--- src/rtl/ftdi_fifo_rx_adapter.sv ---
// ftdi_fifo_rx_adapter: reads bytes from an FTDI async FIFO (FRXF/FRD) into a local FIFO write port.
// Define FTDI_RX_COUNT_EN to add the 32-bit rx_count output counting written bytes.
module ftdi_fifo_rx_adapter #(
    parameter int RD_LOW_CYC  = 4,
    parameter int RD_HIGH_CYC = 3,
    parameter int FIFO_LIMIT  = 2040
) (
    input  logic        wrclk,
    input  logic        rst,
    input  logic        FRXF,
    output logic        FRD,
    input  logic [7:0]  FDATA,
    input  logic [10:0] usedw,
    input  logic        rx_en,
    output logic        wrreq,
    output logic [7:0]  data,
    output logic        rx_busy
`ifdef FTDI_RX_COUNT_EN
    ,
    output logic [31:0] rx_count
`endif
);
    typedef enum logic [1:0] {IDLE, STROBE, WRITE, RECOVER} state_t;

    state_t     state, next;
    logic [3:0] cnt, cnt_nx;
    logic       rxf_m, rxf_s;

    always_ff @(posedge wrclk) begin
        if (rst) begin
            rxf_m <= 1'b1;
            rxf_s <= 1'b1;
        end else begin
            rxf_m <= FRXF;
            rxf_s <= rxf_m;
        end
    end

    // cnt reloads on every state entry and counts down to zero, so it never wraps
    always_comb begin
        next   = state;
        cnt_nx = cnt;
        case (state)
            IDLE:
                if (rx_en && !rxf_s && 32'(usedw) < FIFO_LIMIT) begin
                    next   = STROBE;
                    cnt_nx = 4'(RD_LOW_CYC - 1);
                end
            STROBE:
                if (cnt == 4'd0) next = WRITE;
                else cnt_nx = cnt - 4'd1;
            WRITE: begin
                next   = RECOVER;
                cnt_nx = 4'(RD_HIGH_CYC - 2);
            end
            RECOVER:
                if (cnt == 4'd0) next = IDLE;
                else cnt_nx = cnt - 4'd1;
            default: begin
                next   = IDLE;
                cnt_nx = 4'd0;
            end
        endcase
    end

    always_ff @(posedge wrclk) begin
        if (rst) begin
            state <= IDLE;
            cnt   <= 4'd0;
            FRD   <= 1'b1;
            wrreq <= 1'b0;
            data  <= 8'h00;
        end else begin
            state <= next;
            cnt   <= cnt_nx;
            FRD   <= next != STROBE;
            wrreq <= next == WRITE;
            if (state == STROBE && next == WRITE) data <= FDATA;
        end
    end

    assign rx_busy = state != IDLE;

`ifdef FTDI_RX_COUNT_EN
    always_ff @(posedge wrclk) begin
        if (rst) rx_count <= 32'd0;
        else if (wrreq) rx_count <= rx_count + 32'd1;
    end
`endif
endmodule

--- config.mk ---
export PLATFORM = sky130hd
export DESIGN_NAME = ftdi_fifo_rx_adapter
export DESIGN_NICKNAME = d
export VERILOG_FILES = /design/src/rtl/ftdi_fifo_rx_adapter.sv
export SDC_FILE = /design/constraint.sdc
export NUM_CORES = 1
export LEC_CHECK = 0
export CORE_ASPECT_RATIO = 1.1
export CORE_MARGIN = 2
export CORE_UTILIZATION = 35
export DETAILED_ROUTE_END_ITERATION = 8
export GPL_TIMING_DRIVEN = 0
export PLACE_DENSITY = 0.76
export RECOVER_POWER = 100
export SLEW_MARGIN = 20
export SYNTH_ARGS = -nofsm -noshare
export SYNTH_HDL_FRONTEND = slang
export SYNTH_SLANG_ARGS = --single-unit
--- constraint.sdc ---
create_clock -name wrclk -period 2.08 [get_ports wrclk]
set_clock_uncertainty 0.2 [all_clocks]
set_input_delay 0.624 -clock wrclk [delete_from_list [all_inputs] [get_ports wrclk]]
set_output_delay 0.624 -clock wrclk [all_outputs]
set_load 0.005 [all_outputs]
==> flow_summary.json <==
{
  "via_count": 804,
  "layout-area-overhead-vs-synth_pct": 48.7,
  "whs_path_depth": 1,
  "end_kind": "output port",
  "synthFlopType": "dfxtp_1",
  "grt_pass1_vias": 742,
  "p_leak_nw": 0.431,
  "layout_min_cycle_time_ns": 2.02,
  "syn-num-nets": 119,
  "drv_slew": 0,
  "tightest_slew_ns": 0.506,
  "antenna_left": 0,
  "routed_wl_um": 1910,
  "via_per_inst": 5.06,
  "hold_viol": 0,
  "critPathKind": "register to output port",
  "synth_area_leaders": "dfxtp_1 (46%), a21oi_1 (7.0%), o21ai_1 (6.3%)",
  "hold_buffers": 0,
  "synth_top_area_cell": "dfxtp_1",
  "synth_top_area_share": 0.457,
  "min_path_type": "register to register",
  "setup.worst_path.start_class": "register",
  "grt_pass1_wl_um": 2990,
  "outcome": "complete, no violations",
  "final_util": 0.537,
  "start_util": 0.361,
  "multi_input_area_sq_um": 383,
  "max_freq_mhz": 495,
  "die_w_um": 49.3,
  "rows": 18,
  "cp_data_required_time_ns": 1.26,
  "ys_seq_elements": 18,
  "design_area_sq_um": 1170,
  "insertedDiodeCount": 0,
  "synthTopCellsByCount": "dfxtp_1 (18), nand2_1 (12), a21oi_1 (11)",
  "async_flop_share": 0,
  "yosys_warnings": 0,
  "worstPathBufferInverterCount": 1,
  "hpwl_um": 1420,
  "tritoncts": "built",
  "portBuffers": 29,
  "reg2regPathDepth": 7,
  "hold_path_end": "rxf_s$_SDFF_PP1_",
  "clock_path_buffers": 2,
  "reg2reg_from": "cnt[0]$_SDFFE_PP0P_",
  "place_area_sq_um": 1120,
  "synth-edff-count": 0,
  "yosysMostFrequentCell": "dfxtp_1",
  "avgRoutedWirePerCell_um": 12.0,
  "route.detailed.drc": 0,
  "nNetsFinal": 155,
  "syn_avg_cell_area_sq_um": 8.39,
  "insertion_delay_ns": 0.29,
  "power_mw": 1.21,
  "numCtsBuffers": 3,
  "grt_usage": 0.146,
  "synth_area_sq_um": 788,
  "n_fill_cell": 231,
  "htreeDepth": 1,
  "globalplace.congestion": 0.821,
  "firstDrtPassIters": 4,
  "r2r_slack_ns": 0.14,
  "crit-reg2reg-capture": "data[2]$_SDFFE_PP0P_",
  "min-delay-start": "rxf_m$_SDFF_PP1_",
  "overflow": 0,
  "fin_crit_sh": 0.971,
  "slew_headroom": 0.662,
  "ys_types": 30,
  "path_cells": "dlygate4sd3_1",
  "grt_max_degree": 11,
  "dr.first_iter.drc_count": 12,
  "critPathMaxFanout": 2,
  "cts.clk_slew.worst_paths_ns": 0.10,
  "setup-violations-final": 0,
  "io_pins": 34,
  "clock-sinks": 18,
  "critPathTopFamily": "buffers and inverters",
  "synthCells": 94,
  "whs_ns": 0.217,
  "maxCapViolations": 0,
  "rsz0062_at_grt": "no",
  "dieArea_sq_um": 2650,
  "slowest_delay_ns": 0.56,
  "fp.dieH_um": 53.8,
  "ctsRootBufferMaster": "clkbuf_4",
  "pwr_density_cell_nw_per_um2": 1030,
  "critPathSlowestCell": "dlygate4sd3_1",
  "regArea_sq_um": 362,
  "antenna_found_initial": 0,
  "ir_drop_v": 0.000523,
  "yosysSeqAreaShare": 0.457,
  "cp.arrival_ns": 1.19,
  "core-area_sq_um": 2180,
  "drive_gt1_frac": 0.0930
}
state kept, by name (all words and copies together), names as in the netlist:
signal / count
wrreq: 1
rxf_m: 1
state: 2
data: 8
cnt: 4
FRD: 1
rxf_s: 1
routing by layer:
layer,global-route usage,part of all wire,vias to the layer above
li1,-,-,405
met4,0.0571,0.013,0
met5,0,0,-
met2,0.293,0.50,30
met1,0.147,0.42,365
met3,0.0361,0.064,4
cells by family after synthesis:
family / count (synthesis) / share of synthesized area
AND/OR/NAND/NOR: 31 / 0.202
AO/OA/AOI/OAI: 30 / 0.222
flip-flops: 18 / 0.457
buffers and inverters: 11 / 0.0651
XOR/XNOR: 2 / 0.0222
adder cells (fa/ha/maj): 2 / 0.0317
through the flow:
step	worst slack, ns	std cells	setup TNS (ns)
2_1_floorplan	0.275	94	0
4_1_cts	0.0284	159	0
3_3_place_gp	-0.303	153	-0.697
3_5_place_dp	-0.310	153	-0.722
5_1_grt	0.00309	159	0
6_report	0.0612	159	0
how the worst max path moves through the flow:
stage | start | endpoint | slack [ns] | cells past startpoint
CTS | rx_en | cnt[2]$_SDFFE_PP0P_ | 0.03 | 5
global placement | rx_en | cnt[2]$_SDFFE_PP0P_ | -0.30 | 5
detailed placement | rx_en | cnt[2]$_SDFFE_PP0P_ | -0.31 | 5
floorplan | rx_en | cnt[2]$_SDFFE_PP0P_ | 0.27 | 4
global route | rx_en | cnt[2]$_SDFFE_PP0P_ | 0.003 | 5
finish | data[5]$_SDFFE_PP0P_ | data[5] | 0.06 | 1
placed cells by master, fill, tap and decap left out, types with 4 or more instances in the layout:
master and n:
o21ai_0 6, clkdlybuf4s50_1 23, dlygate4sd3_1 5, clkbuf_1 4, inv_1 4, nor3_1 4, o21ai_1 4, nand2_1 12
dfxtp_1 17, a21oi_1 11
layout make-up:
type / count / share of cell area
clock buffer: 4 / 0.0309
inverter: 5 / 0.0160
sequential: 18 / 0.308
tap: 30 / 0.0320
multi-input combinational: 65 / 0.327
buffer: 6 / 0.0267
timing repair buffer: 31 / 0.259
power breakdown:
part	switching (mW)	total [mW]	internal (mW)	leakage (nW)
Clock	0.102	0.209	0.106	0.0210
Sequential	0.0641	0.488	0.423	0.147
Combinational	0.255	0.515	0.260	0.263
Total	0.421	1.21	0.790	0.431
what timing repair did:
item / in CTS / in global routing
setup buffers: 2 / 0
endpoints found under the setup margin: 2 / 1
gates resized for setup: 3 / 1
pin swaps: 1 / 0
No activity file was read; power rests on OpenSTA's default activity.
